--- config.mk ---
export PLATFORM = sky130hd
export DESIGN_NAME = synaptic_current_gen_flat
export DESIGN_NICKNAME = d
export VERILOG_FILES = /design/src/rtl/syn_pkg.sv /design/src/rtl/synaptic_current_gen_if.sv /design/src/rtl/spike_delay_line.sv /design/src/rtl/synaptic_current_gen.sv /design/src/flat_wrapper.sv
export SDC_FILE = /design/constraint.sdc
export NUM_CORES = 1
export LEC_CHECK = 0
export ABC_CLOCK_PERIOD_IN_PS = 11650
export BUFFER_PORTS_ARGS = -buffer_cell sky130_fd_sc_hd__buf_2
export CORE_ASPECT_RATIO = 1.1
export CORE_MARGIN = 3
export CORE_UTILIZATION = 25
export DETAILED_ROUTE_END_ITERATION = 6
export GPL_TIMING_DRIVEN = 0
export PLACE_DENSITY = 0.37
export SLEW_MARGIN = 20
export SYNTH_ARGS = -nofsm -noshare
export SYNTH_HDL_FRONTEND = slang
export SYNTH_SLANG_ARGS = --single-unit
--- constraint.sdc ---
create_clock -name clk -period 11.65 [get_ports clk]
set_input_delay 1.165 -clock clk [delete_from_list [all_inputs] [get_ports clk]]
set_output_delay 1.165 -clock clk [all_outputs]
set_load 0.01 [all_outputs]
--- src/rtl/syn_pkg.sv ---
// Shared definitions for the synaptic current generator.
// Holds the current word format (Q8.8, 16-bit signed), saturation limits,
// the weight-write FSM state type, the axonal delay field width, and a
// saturating narrow-to-current helper.
package syn_pkg;

  localparam int CUR_W  = 16;  // width of the synaptic current word
  localparam int FRAC_W = 8;   // Q8.8 fraction bits
  localparam int DLY_W  = 2;   // axonal delay field, 0..3 extra cycles

  localparam int SAT_MAX = 32767;
  localparam int SAT_MIN = -32768;

  typedef enum logic {
    IDLE = 1'b0,
    LOAD = 1'b1
  } wstate_e;

  // Clamp a wide signed value into the current range; never wraps.
  function automatic logic signed [CUR_W-1:0] sat_cur(input logic signed [31:0] v);
    if (v > SAT_MAX)      return CUR_W'(SAT_MAX);
    else if (v < SAT_MIN) return CUR_W'(SAT_MIN);
    else                  return v[CUR_W-1:0];
  endfunction

endpackage

--- src/rtl/synaptic_current_gen_if.sv ---
// Weight/config write channel of the synaptic current generator.
// Ports (signals):
//   w_valid  write request from the configuring master
//   w_ready  write accepted when w_valid & w_ready at the clock edge
//   w_addr   MSB=0 selects weight[idx], MSB=1 selects delay[idx]
//   w_data   signed write data (delay writes use bits [1:0])
interface synaptic_current_gen_if
  import syn_pkg::*;
#(
  parameter int N_IN = 4
) ();

  localparam int AW = $clog2(N_IN) + 1;

  logic                    w_valid;
  logic                    w_ready;
  logic [AW-1:0]           w_addr;
  logic signed [CUR_W-1:0] w_data;

  modport master (output w_valid, output w_addr, output w_data, input w_ready);
  modport slave  (input w_valid, input w_addr, input w_data, output w_ready);

endinterface

--- src/rtl/spike_delay_line.sv ---
// Programmable axonal delay for one presynaptic event stream.
// A 3-deep shift register keeps every in-flight event independently; the
// select picks 0..3 cycles of extra delay.
// Ports:
//   clk, reset  clock, synchronous active-high reset
//   ev_in       edge-detected event for this input
//   sel         extra delay in cycles (0..3)
//   ev_out      delayed event
module spike_delay_line
  import syn_pkg::*;
(
  input  logic             clk,
  input  logic             reset,
  input  logic             ev_in,
  input  logic [DLY_W-1:0] sel,
  output logic             ev_out
);

  logic [2:0] sr_q, sr_d;

  assign sr_d = {sr_q[1:0], ev_in};

  always_ff @(posedge clk) begin
    if (reset) sr_q <= '0;
    else       sr_q <= sr_d;
  end

  always_comb begin
    unique case (sel)
      2'd0:    ev_out = ev_in;
      2'd1:    ev_out = sr_q[0];
      2'd2:    ev_out = sr_q[1];
      default: ev_out = sr_q[2];
    endcase
  end

endmodule

--- src/rtl/synaptic_current_gen.sv ---
// Spike-to-current converter: edge-detects up to N_IN presynaptic spikes,
// adds the signed weight of every input with an event, and integrates them
// into one exponentially decaying Q8.8 current that saturates, never wraps.
// Optional feature macro: SYN_DELAY_EN adds a 0..3 cycle axonal delay per
// input; without it delay writes are accepted but have no effect.
// Ports:
//   clk, reset  clock, synchronous active-high reset
//   spike_in    presynaptic spike levels, one bit per source
//   wif         weight/delay write channel (slave side)
//   current     synaptic current to the neuron, Q8.8 signed
//   active      high when current != 0 (registered with current)
module synaptic_current_gen
  import syn_pkg::*;
#(
  parameter int                      N_IN      = 4,
  parameter int                      TAU_SHIFT = 3,
  parameter logic signed [CUR_W-1:0] W_INIT    = CUR_W'(1 << FRAC_W)
) (
  input  logic                    clk,
  input  logic                    reset,
  input  logic [N_IN-1:0]         spike_in,
  synaptic_current_gen_if.slave   wif,
  output logic signed [CUR_W-1:0] current,
  output logic                    active
);

  localparam int IDX_W = $clog2(N_IN);
  localparam int AW    = IDX_W + 1;
  localparam int SUM_W = CUR_W + IDX_W + 1;

  // ---------------- weight-write FSM ----------------
  wstate_e                 state_q;
  logic                    w_ready_q;
  logic [AW-1:0]           addr_q;
  logic signed [CUR_W-1:0] data_q;

  // NOTE: sequential state uses non-blocking (<=) so every flop samples the
  // pre-edge values; blocking here would create order-dependent races.
  always_ff @(posedge clk) begin
    if (reset) begin
      state_q   <= IDLE;
      w_ready_q <= 1'b1;
      addr_q    <= '0;
      data_q    <= '0;
    end else begin
      case (state_q)
        IDLE: if (wif.w_valid) begin
          addr_q    <= wif.w_addr;
          data_q    <= wif.w_data;
          state_q   <= LOAD;
          w_ready_q <= 1'b0;
        end
        LOAD: begin
          state_q   <= IDLE;
          w_ready_q <= 1'b1;
        end
      endcase
    end
  end

  assign wif.w_ready = w_ready_q;

  logic wr_fire;
  assign wr_fire = (state_q == LOAD);

  // ---------------- weight registers ----------------
  logic signed [CUR_W-1:0] weight_q [N_IN];
  logic signed [CUR_W-1:0] weight_d [N_IN];

  // NOTE: every always_comb output gets a default first so no path can
  // leave it unassigned and infer a latch.
  always_comb begin
    weight_d = weight_q;
    // Indices with no matching slot (idx >= N_IN) simply fall through.
    if (wr_fire && !addr_q[AW-1]) begin
      for (int i = 0; i < N_IN; i++) begin
        if (addr_q[IDX_W-1:0] == IDX_W'(i)) weight_d[i] = data_q;
      end
    end
  end

  // NOTE: the weights are a handful of flops, not a RAM, so they take a real
  // reset value; a RAM macro would not be reset this way.
  always_ff @(posedge clk) begin
    if (reset) begin
      for (int i = 0; i < N_IN; i++) weight_q[i] <= W_INIT;
    end else begin
      weight_q <= weight_d;
    end
  end

  // ---------------- edge detect ----------------
  logic [N_IN-1:0] spike_q, spike_d, ev, ev_dly;

  assign spike_d = spike_in;
  assign ev      = spike_in & ~spike_q;

  always_ff @(posedge clk) begin
    if (reset) spike_q <= '0;
    else       spike_q <= spike_d;
  end

`ifdef SYN_DELAY_EN
  // ---------------- axonal delay ----------------
  logic [DLY_W-1:0] delay_q [N_IN];
  logic [DLY_W-1:0] delay_d [N_IN];

  always_comb begin
    delay_d = delay_q;
    if (wr_fire && addr_q[AW-1]) begin
      for (int i = 0; i < N_IN; i++) begin
        if (addr_q[IDX_W-1:0] == IDX_W'(i)) delay_d[i] = data_q[DLY_W-1:0];
      end
    end
  end

  always_ff @(posedge clk) begin
    if (reset) begin
      for (int i = 0; i < N_IN; i++) delay_q[i] <= '0;
    end else begin
      delay_q <= delay_d;
    end
  end

  for (genvar g = 0; g < N_IN; g++) begin : g_dly
    spike_delay_line u_dly (
      .clk    (clk),
      .reset  (reset),
      .ev_in  (ev[g]),
      .sel    (delay_q[g]),
      .ev_out (ev_dly[g])
    );
  end
`else
  assign ev_dly = ev;
`endif

  // ---------------- integrate and decay ----------------
  logic signed [CUR_W-1:0] current_q, current_d;
  logic                    active_q, active_d;
  logic signed [SUM_W-1:0] sum;
  logic signed [CUR_W:0]   cur_x, mag, m, decayed;
  logic signed [31:0]      total;

  always_comb begin
    sum = '0;
    for (int i = 0; i < N_IN; i++) begin
      if (ev_dly[i]) sum = sum + SUM_W'(weight_q[i]);
    end

    // One extra bit so |-32768| is representable.
    cur_x = (CUR_W+1)'(current_q);
    mag   = current_q[CUR_W-1] ? -cur_x : cur_x;
    m     = mag >>> TAU_SHIFT;
    // Small values would otherwise stick forever; force at least one LSB.
    if (m == '0 && current_q != '0) m = (CUR_W+1)'(1);
    decayed = current_q[CUR_W-1] ? cur_x + m : cur_x - m;

    total     = 32'(decayed) + 32'(sum);
    current_d = sat_cur(total);
    active_d  = (current_d != '0);
  end

  always_ff @(posedge clk) begin
    if (reset) begin
      current_q <= '0;
      active_q  <= 1'b0;
    end else begin
      current_q <= current_d;
      active_q  <= active_d;
    end
  end

  assign current = current_q;
  assign active  = active_q;

endmodule

--- src/flat_wrapper.sv ---
// flat-port wrapper written by rule: the top's interface ports become plain ports
module synaptic_current_gen_flat import syn_pkg::*;
#(
  parameter int                      N_IN      = 4,
  parameter int                      TAU_SHIFT = 3,
  parameter logic signed [CUR_W-1:0] W_INIT    = CUR_W'(1 << FRAC_W)
)
  (clk, reset, spike_in, current, active, wif_w_valid, wif_w_addr, wif_w_data, wif_w_ready);
  synaptic_current_gen_if #(.N_IN(N_IN)) wif_i ();
  input  logic clk;
  input  logic reset;
  input  logic [N_IN-1:0] spike_in;
  output logic signed [CUR_W-1:0] current;
  output logic active;
  input wire logic [$bits(wif_i.w_valid)-1:0] wif_w_valid;
  input wire logic [$bits(wif_i.w_addr)-1:0] wif_w_addr;
  input wire logic [$bits(wif_i.w_data)-1:0] wif_w_data;
  output wire logic [$bits(wif_i.w_ready)-1:0] wif_w_ready;
  assign wif_i.w_valid = wif_w_valid;
  assign wif_i.w_addr = wif_w_addr;
  assign wif_i.w_data = wif_w_data;
  assign wif_w_ready = wif_i.w_ready;
  synaptic_current_gen #(.N_IN(N_IN), .TAU_SHIFT(TAU_SHIFT), .W_INIT(W_INIT)) u_core (.clk(clk), .reset(reset), .spike_in(spike_in), .wif(wif_i), .current(current), .active(active));
endmodule
======== After elaboration in Yosys (flattened, before gate mapping) ========
Cells that the tools add are included.
W data, S select, Z words.
word-level totals
  bits in writable memories ............... 0
  bits in read-only memories .............. 0
  register bits ........................... 106
  memories kept ........................... 0
  bits in latches ......................... 0
cells by class
  eq/ne operators ......................... 4
  $lt $le $gt $ge ......................... 2
  add/sub/neg operators ................... 7
  multipliers ............................. 0
  bitwise logic cells ..................... 3
  multiplexer cells ....................... 13
  reduce and logical (&&, ||, !) cells .... 12
  shift operators ......................... 0
  divide/modulo/power cells ............... 0
operators by type and width
  operator                number
  $mux W19                4
  $add A19 B16 Y19        3
  $mux W17                3
  $gt A32 B16 Y1 const B  1
  $lt A32 B16 Y1 const B  1
  $mux W16                2
  $reduce_bool A16 Y1     2
  $add A17 B19 Y20        1
  $add A16 B17 Y17        1
  $logic_not A17 Y1       1
  $neg A16 Y17            1
  $sub A16 B17 Y17        1
  $reduce_and A2 Y1       5
  $and A4 B4 Y4           1
  $eq A2 B2 Y1 const B    2
  $not A4 Y4              1
  $pmux W1 S2             2
  $eq A2 B1 Y1 const B    1
  $logic_and A1 B1 Y1     2
  $logic_not A2 Y1        1
  $mux W1                 2
  $ne A2 B2 Y1 const B    1
  $logic_not A1 Y1        1
  $not A1 Y1              1

======== Logic depth before layout (Yosys ltp) ========
  word-level depth ........................ 14
  mapped depth ............................ 43

======== Least setup slack after synthesis ========
OpenSTA, ideal clock, no wires.
  path type ............................... in2reg
  start ................................... in spike_in[0]
  end ..................................... reg u_core.current_q[5] (netlist: u_core.current[5])
  stages .................................. 42
  data required time ...................... 11581 ps
  arrival ................................. 8368 ps
  setup slack ............................. 3214 ps
  buffers on the path ..................... 4
  setup time .............................. 69 ps
  cell sequence ........................... nor2b_1 buf_2 clkbuf_1 nand2_1 inv_1 ha_1 a21o_1 a21oi_1 o211ai_1 nor2_1 xor2_1 nor2_1 xnor2_1 inv_1 ha_1 o21a_1 o21ai_0 nor2_1 [6 not listed] nor2b_1 a41oi_1 o311ai_1 a21oi_1 xnor2_1 mux2_2 ha_1 buf_2 a21o_1 a21o_1 a2111oi_2 or3_1 nand2_1 o311ai_1 nor4_1 or3b_4 buf_2 o21ai_1
between the ends
  cells in the longest elaborated chain, start to end .. 12
  elaborated cells between the ends (all ways) .. 13
  classes of those cells .................. add/sub: 4; order compare: 2; mux: 6; bitwise: 1
ends and longest elaborated chain
  item                  RTL line                     text
  start, declared       flat_wrapper.sv:12           input logic [N_IN-1:0] spike_in;
  $and A4 B4 Y4 (*)     synaptic_current_gen.sv:96   assign ev = spike_in & ~spike_q;
  $mux W19 (*)          synaptic_current_gen.sv:148  if (ev_dly[i]) sum = sum + SUM_W'(weight_q[i]);
  $add A19 B16 Y19      synaptic_current_gen.sv:148
  $mux W19 (*)          synaptic_current_gen.sv:148
  $add A19 B16 Y19      synaptic_current_gen.sv:148
  $mux W19 (*)          synaptic_current_gen.sv:148
  $add A19 B16 Y19      synaptic_current_gen.sv:148
  $mux W19 (*)          synaptic_current_gen.sv:148
  $add A17 B19 Y20 (*)  synaptic_current_gen.sv:159  total = 32'(decayed) + 32'(sum);
  $lt A32 B16 Y1        syn_pkg.sv:22                else if (v < SAT_MIN) return CUR_W'(SAT_MIN);
  $mux W16              syn_pkg.sv:22
  $mux W16 (*)          syn_pkg.sv:21                if (v > SAT_MAX) return CUR_W'(SAT_MAX);
  end signal, assigned  synaptic_current_gen.sv:169  current_q <= current_d;
  end, declared         synaptic_current_gen.sv:139  logic signed [CUR_W-1:0] current_q, current_d;
Mark *: on every way between the ends. The rest lies on a longest branch, timed or not.
A chain may end at the register's enable or synchronous reset.

======== Worst setup path in the final report ========
  start ................................... in spike_in[0]
  end ..................................... reg u_core.current_q[11] (netlist: u_core.current[11])
The elaborated chain is that of the path after synthesis.

==> summary.md <==
| Metric | Value |
|---|---|
| Worst path arrival time | `10.36 ns` |
| Gp weighted congestion | `0.780` |
| Hpwl dp | `between 20000 and 25000 µm` |
| Synth Register Bits | `~110` |
| Pwr dens | `274 nW/µm²` |
| Via count | `8022` |
| Total grt overflow | `0` |
| Worst hold path class | `reg2reg` |
| Worst r2r src | `u_core.spike_q[0]` |
| Hold-fix buffers, CTS | `0` |
| Core Area | `34600 µm²` |
| Top-area cell type share of the netlist area | `between 20% and 30%` |
| Hold WS | `0.454 ns` |
| Starting DRT DRC Count | `264` |
| Routed len/inst | `roughly 16 µm` |
| DR pass1 iterations | `4` |
| Register area share after synthesis | `24.0%` |
| Ranking of synthesized cells by area | `dfxtp_1, ha_1, nand2_1, a21oi_1, xnor2_1` |
| Area Growth Syn to Fin | `12.7%` |
| I/O Buffers | `43` |
| Clock Skew | `~0.010 ns` |
| Io pins | `44` |
| First-pass GRT wire length | `43400 µm` |
| Syn nets | `about 1300` |
| DIE HEIGHT | `203 µm` |
| Worst-margin pin slew | `0.917 ns` |
| Largest net degree at the start of global routing | `18` |
| VDD IR max | `roughly 0.13 mV` |
| Max cap viols | `0` |
| Slew headroom | `around two fifths` |
| Slowest cell delay on critical path | `0.47 ns` |
| Register-to-register setup slack | `2.21 ns` |
| Synth async-reset ratio | `0%` |
| CTS sink cnt | `106` |
| Reg2Reg Depth | `between 40 and 50` |
| Cells after Synth | `1200` |
| Die X-Extent | `185 µm` |
| Clock buffer depth | `2` |
| Vias in the first global route | `between 8000 and 9000` |
| Min Tclk post-route | `10.07 ns` |
| Post-synth top area cell | `dfxtp_1` |
| # DRC | `0` |
| Mapped cell area | `8860 µm²` |
| Type of the worst setup path | `in2reg` |
| Antenna cells | `0` |
| Slew Viols, Final | `0` |
| WL final | `26600 µm` |
| Hold path endpoint | `u_core.weight_q[57]` |
| TritonCTS clock tree | `built` |
| Hold_sp | `u_core.weight_q[57]` |
| Clk_lat worst skew | `0.36 ns` |
| Commonest non-fill, non-tap cell in the layout | `nand2_1` |
| Leak | `4.17 nW` |
| Hold Fails Final Rpt | `0` |
| Post-CTS sizing | `0` |
| Antenna violations before repair | `0` |
| Pwr Total | `roughly 2.7 mW` |
| Htree depth | `3` |
| Final ANT Viol Nets | `0` |
| Worst Hold Path Cells | `2` |
| Total CTS buffers | `9` |
| Status | `finished, final reports clean` |
| Row count | `71` |
| Crit Reg-Reg Endpoint | `u_core.current[11]` |
| Clock root cell | `clkbuf_16` |
| Final TNS setup | `0 ns` |
| Critical Path Start Type | `input pin` |
| RSZ-0062 raised after global routing | `false` |
| Die area | `37700 µm²` |
| Nets@finish | `1368` |
| Final setup violation count | `0` |
| Initial Util | `25.6%` |
| Slowest stage cell, crit path | `a2111oi_2` |
| Post-CTS Setup Inserts | `0` |
| Clk pin slew, worst setup/hold paths | `0.08 ns` |
| Synth Flop Type | `dfxtp_1` |
| Fmax | `99.3 MHz` |
| Most frequent cells in the layout | `nand2_1, a21oi_1, dfxtp_1, ha_1, nor2_1` |
| Critical path required time | `11.95 ns` |
| Mapped Avg Cell Area | `approximately 7.4 µm²` |
| Layout cell share with drive strength beyond 1 | `8.42%` |
| DR vias/cell | `between 4 and 5` |
| Setup crit start | `spike_in[0]` |
| Gr usage total | `14.6%` |
| Final period util | `86.4%` |
| Yosys warnings | `0` |
| Post-synth cell types | `70` |
| Post-synth EDFFs | `0` |
| Crit path capture type | `flop` |
| Core Util, Final | `~29%` |
| CP max FO | `10` |
## per-layer routing
layer	GRT usage, %	vias up	routed length (µm)
li1	-	4341	-
met1	18.3	3568	12300
met2	26.2	87	13300
met3	1.59	26	507
met4	3.99	0	522
met5	0	-	0
## cells by family (layout without fill, tap and decap cells)
group	after synthesis	count (layout)	synth area share, %
and+or+nand+nor	474	474	24.5
AOI/OAI and AO/OA	331	331	23.1
DFF	106	106	24.0
buffers and inverters	90	149	4.01
adders and majority gates	88	88	12.9
xor gates and xnor gates	85	85	8.40
muxes	26	26	3.25
## worst max-delay path: cells and delay by family
kind,cells,cell delay (ns)
AO/OA/AOI/OAI,16,3.81
AND/OR/NAND/NOR,12,1.87
buffers and inverters,7,1.44
adder cells (fa/ha/maj),4,1.22
XOR/XNOR,3,0.55
multiplexers,1,0.27
## flip-flops by register name (all words and copies together) (netlist names)
signal,count
u_core.weight_q,64
u_core.current,16
u_core.data_q,16
u_core.spike_q,4
u_core.addr_q,3
u_core.active,1
u_core.state_q,1
u_core.wif.w_ready,1
## stage by stage
stage	cells	setup slack (ns)	area (µm²)
floorplan	1200	3.21	8860
global placement	1681	1.21	9620
detailed placement	1681	1.21	9620
CTS	1697	1.58	9980
global route	1697	0.768	9980
finish	1697	1.58	9980
## layout make-up
type / instances / area, µm²
fillers: 3864 / 24600
multi-input cells: 1004 / 6380
flip-flops and latches: 106 / 2120
well taps: 438 / 548
clock buffers: 11 / 253
repair buffers: 43 / 215
plain buffers: 51 / 209
inverters: 39 / 146
clock inverters: 5 / 108
## worst max-delay path by stage
stage                              end  slack, ns  depth (start not counted)
finish              u_core.current[11]       1.58                         43
floorplan            u_core.current[5]       3.21                         42
global placement    u_core.current[14]       1.21                         43
CTS                 u_core.current[11]       1.58                         43
global route        u_core.current[11]       0.77                         43
detailed placement  u_core.current[11]       1.21                         43
## cells in the mapped netlist, types with 9 or more instances
library cell	count
nand2_1	260
a21oi_1	141
dfxtp_1	106
ha_1	83
nor2_1	57
xnor2_1	55
clkbuf_1	42
inv_1	39
o21ai_0	32
o21ai_1	31
xor2_1	30
nor3_1	25
nand3_1	23
a21o_1	22
mux2_2	22
nand2b_1	18
a211oi_1	17
nor2b_1	16
and2_1	15
and3_1	13
or3_1	11
o21a_1	10
o31ai_1	10
a31oi_1	9
o21bai_1	9
## power by group
part           leakage, nW  switching [mW]  internal [mW]
clock                0.176           0.157          0.224
combinational         3.13            1.14          0.767
sequential           0.864          0.0505          0.403
total                 4.17            1.34           1.39
Power figures use the tool's default switching activity.
